## config.mk

```make
export PLATFORM = sky130hd
export DESIGN_NAME = change_dispenser
export DESIGN_NICKNAME = d
export VERILOG_FILES = /design/src/rtl/change_dispenser.sv
export SDC_FILE = /design/constraint.sdc
export NUM_CORES = 1
export LEC_CHECK = 0
export ABC_AREA = 0
export CAP_MARGIN = 20
export CORE_ASPECT_RATIO = 0.5
export CORE_MARGIN = 2
export CORE_UTILIZATION = 51
export DETAILED_ROUTE_END_ITERATION = 7
export GPL_TIMING_DRIVEN = 0
export PLACE_DENSITY = 0.74
export SLEW_MARGIN = 40
export SYNTH_ARGS = -nofsm -noshare
export SYNTH_HDL_FRONTEND = slang
export SYNTH_SLANG_ARGS = --single-unit
```

## constraint.sdc

```tcl
create_clock -name clk -period 4.4 [get_ports clk]
set_input_delay 0.88 -clock clk [delete_from_list [all_inputs] [get_ports clk]]
set_output_delay 0.88 -clock clk [all_outputs]
set_load 0.01 [all_outputs]
```

## src/rtl/change_dispenser.sv

```systemverilog
// rtl/change_dispenser.sv - greedy dollar/quarter change payout engine with coin inventories
// Optional all-or-nothing payout when CHANGE_EXACT_EN is defined.
module change_dispenser #(
   parameter int PULSE_CYCLES  = 4,
   parameter int GAP_CYCLES    = 4,
   parameter int INIT_DOLLARS  = 15,
   parameter int INIT_QUARTERS = 15
) (
   input  logic        clk,
   input  logic        clr,
   input  logic        start,
   input  logic [11:0] amount,
   input  logic        load_dollar,
   input  logic        load_quarter,
   output logic        dollar_out,
   output logic        quarter_out,
   output logic        busy,
   output logic        done,
   output logic [11:0] shortfall,
   output logic [3:0]  dollar_cnt,
   output logic [3:0]  quarter_cnt
);

   typedef enum logic [2:0] {IDLE, CHECK, SELECT, PULSE, GAP, DONE} state_t;

   state_t      state;
   logic [11:0] rem;
   logic [15:0] timer;
   logic        abort;
   logic        exact_fail;

`ifdef CHANGE_EXACT_EN
   logic [11:0] d_fit;
   logic [11:0] d_use;
   logic [11:0] r2;

   // Exact change needs the dollar-reduced residue to be whole quarters we actually hold.
   always_comb begin
      d_fit      = rem / 12'd100;
      d_use      = (d_fit > {8'd0, dollar_cnt}) ? {8'd0, dollar_cnt} : d_fit;
      r2         = rem - d_use * 12'd100;
      exact_fail = ((r2 % 12'd25) != 12'd0) || ((r2 / 12'd25) > {8'd0, quarter_cnt});
   end
`else
   assign exact_fail = 1'b0;
`endif

   always_ff @(posedge clk or posedge clr) begin
      if (clr) begin
         state       <= IDLE;
         rem         <= 12'd0;
         timer       <= 16'd0;
         abort       <= 1'b0;
         dollar_out  <= 1'b0;
         quarter_out <= 1'b0;
         busy        <= 1'b0;
         done        <= 1'b0;
         shortfall   <= 12'd0;
         dollar_cnt  <= 4'(INIT_DOLLARS);
         quarter_cnt <= 4'(INIT_QUARTERS);
      end else begin
         case (state)
            IDLE: begin
               if (load_dollar)  dollar_cnt  <= 4'd15;
               if (load_quarter) quarter_cnt <= 4'd15;
               if (start) begin
                  rem   <= amount;
                  abort <= 1'b0;
                  busy  <= 1'b1;
                  state <= CHECK;
               end
            end
            CHECK: begin
               abort <= exact_fail;
               state <= SELECT;
            end
            SELECT: begin
               if (!abort && rem >= 12'd100 && dollar_cnt != 4'd0) begin
                  rem        <= rem - 12'd100;
                  dollar_cnt <= dollar_cnt - 4'd1;
                  dollar_out <= 1'b1;
                  timer      <= 16'(PULSE_CYCLES - 1);
                  state      <= PULSE;
               end else if (!abort && rem >= 12'd25 && quarter_cnt != 4'd0) begin
                  rem         <= rem - 12'd25;
                  quarter_cnt <= quarter_cnt - 4'd1;
                  quarter_out <= 1'b1;
                  timer       <= 16'(PULSE_CYCLES - 1);
                  state       <= PULSE;
               end else begin
                  done      <= 1'b1;
                  shortfall <= rem;
                  state     <= DONE;
               end
            end
            PULSE: begin
               if (timer == 16'd0) begin
                  dollar_out  <= 1'b0;
                  quarter_out <= 1'b0;
                  timer       <= 16'(GAP_CYCLES - 1);
                  state       <= GAP;
               end else begin
                  timer <= timer - 16'd1;
               end
            end
            GAP: begin
               if (timer == 16'd0) state <= SELECT;
               else                timer <= timer - 16'd1;
            end
            DONE: begin
               done  <= 1'b0;
               busy  <= 1'b0;
               state <= IDLE;
            end
            default: state <= IDLE;
         endcase
      end
   end

endmodule

```

==> results.py, run 1 <==
metrics = {
    "outcome": {
        "outcome": "finished clean",
    },
    "critical_path": {
        "arrival_ps": 2920,
        "max_stage_delay_ps": 500,
        "cpMaxStageDelayCell": "a31oi_1",
        "worstPathRequired_ps": 4590,
        "ff2ff_path_depth": 9,
        "worstPathCellList": "inv_1 > ha_1 > nand2_1 > o21ai_1 > o21ai_4 > a31oi_1 > buf_4 > o21ai_0 > o2bb2ai_1",
        "cp_max_fo": 10,
        "cp-startpoint": "rem[2]",
        "cp-endpoint": "rem[8]",
        "crit_cells": 9,
        "crit_family": "compound AO/OA/AOI/OAI gates",
        "critPathCaptureType": "flip-flop",
        "rr_endpoint": "rem[8]",
        "start_kind": "flip-flop",
        "regToRegSetupSlack_ps": 1670,
        "rr_startpoint": "rem[2]",
        "worstSetupPathType": "reg2reg",
        "crit_buf_inv": 2,
    },
    "layout": {
        "area_delta_synth_final_pct": 20.4,
        "final_design_area_no_fill_um2": 3960,
        "layout-drive-gt1-share_pct": 12.0,
        "antenna_cells": 0,
        "utilization_pct": 64.4,
        "nets": 427,
    },
    "logic_synthesis": {
        "syn_area_per_cell_um2": 9.38,
        "yosys.area.top_type_share_pct": 35.7,
        "synthTopCellsByArea": "dfrtp_1 (36%), dfstp_2 (6.4%), ha_1 (4.2%)",
        "synth_cell_types": 61,
        "syn_inst": 351,
        "syn_nets": 379,
        "ys.flop_type": "dfrtp_1",
        "ys_ff_latch": 55,
        "synth_edf_count": 0,
        "ys_seq_area_share_pct": 42.1,
        "async_reset_ff_share_pct": 100,
        "yosysWarnings": 0,
        "synth_area_um2": 3290,
        "synth_top_area_cell": "dfrtp_1",
    },
    "detailed_routing": {
        "viasPerCell": 5.96,
        "remaining_drc_errors": 0,
        "wl_per_cell_um": 16.7,
        "vias": 2910,
        "wl_mm": 8.16,
        "firstDrtPassIters": 4,
        "ant_nets": 0,
        "drt_iter0_drc": 177,
    },
    "placement": {
        "port_buffers": 40,
        "place_hpwl_mm": 5.92,
        "place_congestion": 0.936,
        "place_area_um2": 3820,
    },
    "floorplan": {
        "rows": 20,
        "die-height_um": 60.8,
        "floorplan.core_area_um2": 6160,
        "die_area_um2": 7150,
        "die_w_um": 118,
        "io_pins": 41,
        "start_util_pct": 53.5,
    },
    "cts": {
        "ctsHoldBuffers": 0,
        "cts_resized": 0,
        "post_cts_buffers": 0,
        "h-tree-depth": 2,
        "clock_latency_ps": 300,
        "clock-sinks": 55,
        "cts-root-buf": "clkbuf_16",
        "clk_path_buf_depth": 2,
        "clk_pin_slew_ps": 70,
        "numCtsBuffers": 5,
        "cts_tree": "done",
    },
    "timing": {
        "hold_violations": 0,
        "totalNegativeSetupSlack_ps": 0,
        "worst_slew_margin_rel_pct": 63.0,
        "clock.fmax_mhz": 366,
        "period_needed_ps": 2730,
        "skew_ps": 4.40,
        "maxSlewViolCount": 0,
        "min_period_over_period_pct": 62.0,
        "rsz0062_at_grt": "no",
        "worst_pin_slew_ps": 551,
        "setup_viol": 0,
    },
    "global_route": {
        "grt_pass1_vias": 2809,
        "grtUsageTotal_pct": 24.1,
        "grt_max_degree": 44,
        "grt-ovfl-total": 0,
        "antenna_found_initial": 0,
        "grt_pass1_wl_mm": 13.6,
    },
    "pwr": {
        "irDropWorstVdd_mv": 0.302,
        "p_per_area_nw_per_um2": 560,
        "power.leakage_nw": 1.71,
    },
    "hold_path": {
        "min_path_type": "reg2reg",
    },
    "flow_run": {
        "drv_cap": 0,
    },
}
-- sequential cells by signal, summed over array words and instances (netlist names) --
register	count
rem	12
busy	1
quarter_cnt	4
state	3
dollar_out	1
timer	16
done	1
quarter_out	1
shortfall	12
dollar_cnt	4
-- power breakdown --
group / leakage [nW] / internal (mW) / total (mW) / switching, mW
Sequential: 0.668 / 0.689 / 0.885 / 0.196
Clock: 0.0679 / 0.211 / 0.393 / 0.182
Combinational: 0.977 / 0.424 / 0.942 / 0.519
-- layout make-up --
type,instances,area [um^2]
fillers,534,2190
clock inverters,1,5.00
well taps,88,110
inverters,17,66.3
plain buffers,19,111
flip-flops and latches,55,1390
multi-input cells,260,1730
repair buffers,41,420
clock buffers,7,133
-- layout by cell type, fill, tap and decap left out, drive strengths merged, types with 5 or more instances in the layout --
cell type      instances
a21o                   5
a21oi                 15
a2bb2oi                6
a31oi                 15
buf                   12
clkbuf                15
clkdlybuf4s50         40
dfrtp                 47
dfstp                  8
ha                    11
inv                   17
mux2                   7
nand2                 32
nand2b                 6
nand3                  6
nor2                  30
nor3                  13
nor4                   7
o21ai                 31
o22ai                  7
o2bb2ai                5
o31ai                  5
-- per-stage QoR --
stage	worst slack, ps	instances	hold slack (ps)	total power [mW]
5_1_grt	1500	488	524	2.37
3_3_place_gp	1170	479	461	1.77
3_5_place_dp	1720	480	470	1.82
2_1_floorplan	2190	351	451	1.53
4_1_cts	1700	488	485	2.22
6_report	1670	488	478	2.22
-- worst min path at each step --
| stage | startpoint | endpoint | slack (ps) | depth (start not counted) |
|---|---|---|---|---|
| 3_3_place_gp | shortfall[1] | shortfall[1] | 460 | 2 |
| 3_5_place_dp | shortfall[0] | shortfall[0] | 470 | 2 |
| 4_1_cts | shortfall[0] | shortfall[0] | 490 | 2 |
| 2_1_floorplan | timer[15] | timer[15] | 450 | 1 |
| 5_1_grt | shortfall[2] | shortfall[2] | 520 | 2 |
| 6_report | shortfall[0] | shortfall[0] | 480 | 2 |
-- synth_stat cells, drive strengths merged, types with 6 or more instances --
cell type	instances
dfrtp	47
nand2	32
o21ai	31
nor2	30
inv	17
a21oi	15
a31oi	15
nor3	13
buf	11
ha	11
clkbuf	8
dfstp	8
mux2	7
nor4	7
o22ai	7
a2bb2oi	6
nand2b	6
nand3	6
-- kinds of logic (layout without fill, tap and decap cells) --
logic type,after synthesis,count (layout),share of synthesized area [%]
fa+ha+maj,11,11,4.18
mux,10,10,3.31
flops,55,55,42.1
buf+inv,36,85,5.32
xor+xnor,2,2,0.532
compound gates,119,119,25.5
simple gates,118,118,19.0
-- layer usage --
metal  global-route usage [%]  vias up  part of all wire, %
met5                        0        -                    0
met3                     5.55       11                  4.3
met1                     30.1     1431                   47
met4                     7.75        0                  1.3
met2                     43.1       63                   48
li1                         -     1405                    -
-- worst reg2reg max path, stage by stage (launching register included) --
cell,delay (ps)
dfrtp_1,460
inv_1,180
ha_1,230
nand2_1,70
o21ai_1,440
o21ai_4,200
a31oi_1,500
buf_4,280
o21ai_0,110
o2bb2ai_1,150
Power figures use the tool's default switching activity.
==> inputs of run 2 (changes only) <==
- clock period: 4.4 -> 2.63 ns (I/O delays scaled with it)
==> run 2 against run 1 <==
Core utilization grew 0.79 points. Count of clock-buffer cells in the layout is the same. First-iteration DRC count grew 33%. Sequential power grew 66%. Final cell count grew 0.61%. Highest routed layer unchanged. Register-to-register slack lost 1500 ps. Die area is the same. Worst setup slack lost 1500 ps. Wire length grew 0.81%.
==> results.py, run 2 (synthesis results as in run 1) <==
metrics = {
    "outcome": {
        "outcome": "finished clean",
    },
    "cts": {
        "cts_tree": "done",
        "cts-root-buf": "clkbuf_16",
        "numCtsBuffers": 5,
        "clk_path_buf_depth": 2,
        "h-tree-depth": 2,
        "clk_pin_slew_ps": 70,
        "clock-sinks": 55,
        "ctsHoldBuffers": 0,
        "clock_latency_ps": 300,
    },
    "critical_path": {
        "cp_max_fo": 9,
        "cp-startpoint": "rem[2]",
        "regToRegSetupSlack_ps": 150,
        "arrival_ps": 2660,
        "ff2ff_path_depth": 10,
        "cpMaxStageDelayCell": "dfrtp_1",
        "max_stage_delay_ps": 470,
        "cp-endpoint": "rem[0]",
        "rr_startpoint": "rem[2]",
        "critPathCaptureType": "flip-flop",
        "worstSetupPathType": "reg2reg",
        "crit_cells": 10,
        "crit_buf_inv": 3,
        "crit_family": "compound AO/OA/AOI/OAI gates",
        "worstPathCellList": "inv_1 > ha_1 > a31oi_1 > nand3_1 > o21ai_4 > buf_4 > a31o_2 > buf_2 > a21oi_1 > a2bb2oi_1",
        "start_kind": "flip-flop",
        "worstPathRequired_ps": 2820,
        "rr_endpoint": "rem[0]",
    },
    "layout": {
        "fillers": 524,
        "nets": 430,
        "top_register": "timer",
        "antenna_cells": 0,
        "largest_reg_flops": 16,
        "layout-drive-gt1-share_pct": 13.2,
        "utilization_pct": 65.2,
        "final_cell_mix": "dfrtp_1 (47), clkdlybuf4s50_1 (40), nand2_1 (32)",
        "largestRegisters": "timer x16, rem x12, shortfall x12",
        "area_delta_synth_final_pct": 21.9,
        "final_common_cell": "dfrtp_1",
    },
    "detailed_routing": {
        "wl_per_cell_um": 16.8,
        "firstDrtPassIters": 5,
        "wl_mm": 8.23,
        "remaining_drc_errors": 0,
        "drt_iter0_drc": 236,
        "vias": 2951,
        "viasPerCell": 6.01,
        "ant_nets": 0,
    },
    "global_route": {
        "grt_pass1_vias": 2809,
        "grt_pass1_wl_mm": 13.6,
        "grtUsageTotal_pct": 24.1,
        "grt_max_degree": 44,
        "grt-ovfl-total": 0,
        "antenna_found_initial": 0,
    },
    "timing": {
        "worst_slew_margin_rel_pct": 66.9,
        "min_period_over_period_pct": 94.2,
        "period_needed_ps": 2480,
        "worst_pin_slew_ps": 493,
        "skew_ps": 6.15,
        "maxSlewViolCount": 0,
        "clock.fmax_mhz": 404,
        "setup_viol": 0,
        "holdWs_ps": 478,
        "hold_violations": 0,
        "totalNegativeSetupSlack_ps": 0,
    },
    "pwr": {
        "power_mw": 3.74,
        "netSwitchingFraction_pct": 40.4,
        "power.leakage_nw": 1.73,
        "internal-power_mw": 2.23,
        "combPwrFrac_pct": 43.0,
        "power_frac_clock_pct": 17.5,
        "seqPwrFrac_pct": 39.4,
        "p_per_area_nw_per_um2": 932,
        "net-switching-power_mw": 1.51,
        "irDropWorstVdd_mv": 0.499,
    },
    "placement": {
        "port_buffers": 40,
        "place_hpwl_mm": 5.92,
        "place_congestion": 0.936,
    },
    "floorplan": {
        "io_pins": 41,
        "start_util_pct": 53.5,
        "rows": 20,
        "die-height_um": 60.8,
        "die_w_um": 118,
        "floorplan.core_area_um2": 6160,
        "die_area_um2": 7150,
    },
    "hold_path": {
        "min_path_type": "in2async",
    },
    "flow_run": {
        "drv_cap": 0,
    },
}
run 2: routing by layer:
layer	vias up	share of wire (%)	GRT usage [%]
li1	1407	-	-
met1	1460	44	30.1
met2	76	49	43.1
met3	8	5.6	5.55
met4	0	1.0	7.75
met5	-	0	0
run 2: worst min path at each step:
stage | start | end | slack (ps) | cells past startpoint
after detailed placement | shortfall[0] | shortfall[0] | 470 | 2
after CTS | clr | timer[1] | 480 | 2
after floorplan | timer[15] | timer[15] | 450 | 1
after global placement | shortfall[1] | shortfall[1] | 460 | 2
after global routing | clr | timer[3] | 500 | 2
final | clr | timer[1] | 480 | 2
run 2: final cells by class:
class                   instances  area (um^2)  area share, %
repair buffers                 44          443           11.0
multi-input cells             260         1760           43.8
well taps                      88          110           2.74
clock buffers                   7          133           3.31
inverters                      17         66.3           1.65
plain buffers                  19          111           2.78
clock inverters                 1         5.00          0.125
flip-flops and latches         55         1390           34.6
run 2: power groups by stage:
stage	clock [mW]	combinational [mW]	sequential, mW
after floorplan	0	1.11	1.44
final	0.656	1.61	1.47
after global placement	0	1.50	1.46
after CTS	0.672	1.57	1.47
after global routing	0.704	1.78	1.52
after detailed placement	0	1.56	1.48
run 2: stage by stage:
stage          setup WS [ps]  cells  area (um^2)
2_1_floorplan            555    351         3290
3_3_place_gp            -243    479         3800
3_5_place_dp           -48.6    480         3820
4_1_cts                 87.3    488         3970
5_1_grt                -7.53    491         4010
6_report                 154    491         4010
run 2: timing repair:
item / CTS / global route
pin swaps: 0 / 2
endpoints found under the hold margin: 0 / 0
gates cloned: 0 / 0
setup buffers: 0 / 3
setup endpoints to repair: 4 / 11
resized for setup: 1 / 4
==> inputs of run 3 (changes only) <==
- CORE_MARGIN: 2 -> not set
- SETUP_SLACK_MARGIN: not set -> 0.4
==> run 3 against run 2 <==
Clock power rose by 8.4%. Final area grew 9.9%. Clock skew is essentially flat. Sequential power about the same. Count of clock-buffer cells in the layout is the same. Worst hold slack gained 3.4 ps. Core utilization rose by 6.4 points. Via count rose by 4.7%. First-iteration DRC count down 32%. Die area decreased by 4.9%. Wire length rose by 7.5%. Critical path type unchanged. Largest power group unchanged.
==> results.py, run 3 (synthesis results as in run 1) <==
metrics = {
    "layout": {
        "final_cell_mix": "dfrtp_1 (43), clkdlybuf4s50_1 (40), nand2_1 (32)",
        "antenna_cells": 0,
        "fin_cells": 507,
        "area_delta_synth_final_pct": 33.9,
        "largest_reg_flops": 16,
        "largestRegisters": "timer x16, rem x12, shortfall x12",
        "utilization_pct": 71.6,
        "final_common_cell": "dfrtp_1",
        "final_design_area_no_fill_um2": 4410,
        "layout-drive-gt1-share_pct": 26.0,
        "top_register": "timer",
        "nets": 446,
    },
    "detailed_routing": {
        "wl_per_cell_um": 17.4,
        "firstDrtPassIters": 4,
        "wl_mm": 8.85,
        "vias": 3089,
        "ant_nets": 0,
        "remaining_drc_errors": 0,
        "drt_iter0_drc": 161,
        "viasPerCell": 6.09,
    },
    "pwr": {
        "power.leakage_nw": 1.86,
        "p_per_area_nw_per_um2": 964,
        "combPwrFrac_pct": 47.9,
        "irDropWorstVdd_mv": 0.490,
        "seqPwrFrac_pct": 35.4,
        "net-switching-power_mw": 1.72,
        "power_frac_clock_pct": 16.7,
        "internal-power_mw": 2.53,
        "netSwitchingFraction_pct": 40.4,
    },
    "floorplan": {
        "rows": 20,
        "io_pins": 41,
        "floorplan.core_area_um2": 6160,
        "die_area_um2": 6800,
        "die-height_um": 58.8,
        "start_util_pct": 53.5,
        "die_w_um": 116,
    },
    "critical_path": {
        "max_stage_delay_ps": 470,
        "cp_max_fo": 6,
        "worstPathCellList": "ha_2 > a31oi_1 > nand3_1 > o21ai_4 > a31oi_4 > or2_4 > buf_6 > a32o_1",
        "crit_family": "compound AO/OA/AOI/OAI gates",
        "arrival_ps": 2510,
        "worstSetupPathType": "reg2reg",
        "cpMaxStageDelayCell": "dfrtp_2",
        "start_kind": "flip-flop",
        "crit_buf_inv": 1,
        "critPathCaptureType": "flip-flop",
        "worstPathRequired_ps": 2810,
    },
    "cts": {
        "h-tree-depth": 2,
        "ctsHoldBuffers": 0,
        "clk_pin_slew_ps": 70,
        "clk_path_buf_depth": 2,
        "cts-root-buf": "clkbuf_16",
        "clock-sinks": 55,
        "cts_tree": "done",
        "clock_latency_ps": 290,
        "numCtsBuffers": 5,
    },
    "timing": {
        "clock.fmax_mhz": 430,
        "holdWs_ps": 481,
        "skew_ps": 6.10,
        "worst_pin_slew_ps": 531,
        "period_needed_ps": 2320,
        "setup_viol": 0,
        "hold_violations": 0,
        "maxSlewViolCount": 0,
        "rsz0062_at_grt": "yes",
        "totalNegativeSetupSlack_ps": 0,
        "min_period_over_period_pct": 88.4,
        "worst_slew_margin_rel_pct": 64.2,
    },
    "hold_path": {
        "min_path_type": "reg2reg",
    },
    "global_route": {
        "antenna_found_initial": 0,
        "grtUsageTotal_pct": 26.2,
        "grt_pass1_vias": 2830,
        "grt_max_degree": 32,
        "grt-ovfl-total": 0,
        "grt_pass1_wl_mm": 13.6,
    },
    "placement": {
        "place_area_um2": 3820,
        "port_buffers": 40,
        "place_congestion": 0.969,
        "dp.cells": 480,
        "place_hpwl_mm": 5.68,
    },
    "outcome": {
        "outcome": "finished clean",
    },
    "flow_run": {
        "drv_cap": 0,
    },
}
==> run 3: changes by cell type in the layout (fill, tap and decap cells not counted), sizes merged <==
cell,before,now
clkinvlp,0,1
clkinv,1,0
buf,16,32
==> run 3: stage by stage <==
step | total power, mW | setup WS, ps
floorplan | 2.55 | 555
global placement | 2.96 | -232
detailed placement | 3.04 | 35.0
CTS | 3.89 | 401
global route | 4.49 | 285
finish | 4.25 | 306
==> run 3: power groups by stage <==
stage	clock [mW]	combinational [mW]	sequential, mW
detailed placement	0	1.55	1.49
floorplan	0	1.11	1.44
finish	0.711	2.03	1.50
global placement	0	1.50	1.46
CTS	0.716	1.70	1.47
global route	0.754	2.20	1.54
==> run 3: final cells by class <==
| class | instances | area [um^2] |
|---|---|---|
| Buffer | 19 | 133 |
| Clock buffer | 7 | 153 |
| Clock inverter | 1 | 7.51 |
| Fill cell | 462 | 1750 |
| Inverter | 17 | 68.8 |
| Multi-Input combinational cell | 260 | 1960 |
| Sequential cell | 55 | 1390 |
| Tap cell | 88 | 110 |
| Timing Repair Buffer | 60 | 587 |
==> run 3: worst paths after layout <==
| check | end | cells after the start | startpoint | slack (ps) |
|---|---|---|---|---|
| min reg2reg | shortfall[3] | 2 | shortfall[3] | 480 |
| min in group asynchronous | shortfall[8] | 2 | clr | 550 |
| min | shortfall[3] | 2 | shortfall[3] | 480 |
| max in group asynchronous | dollar_cnt[0] | 3 | clr | 1540 |
| max | timer[3] | 8 | rem[3] | 310 |
| max reg2reg | timer[3] | 8 | rem[3] | 310 |
==> run 3: timing repair <==
item	in CTS	in global routing
setup endpoints to repair	43	38
setup buffers	12	6
cloned	0	1
hold endpoints to repair	0	0
gates resized for setup	15	51
pin swaps	6	20
==> run 3: layer usage <==
| layer | up-vias | track usage, % | wire, um |
|---|---|---|---|
| li1 | 1443 | - | - |
| met1 | 1552 | 33.9 | 3900 |
| met2 | 86 | 45.1 | 4420 |
| met3 | 8 | 5.56 | 440 |
| met4 | 0 | 7.33 | 78 |
| met5 | - | 0 | 0 |
==> run 3: worst register-to-register path: cells and delay by family, from the launching register on <==
family,cells,cell delay (ps)
adder cells (fa/ha/maj),1,220
AO/OA/AOI/OAI,4,930
flip-flops,1,470
buffers and inverters,1,130
AND/OR/NAND/NOR,2,480
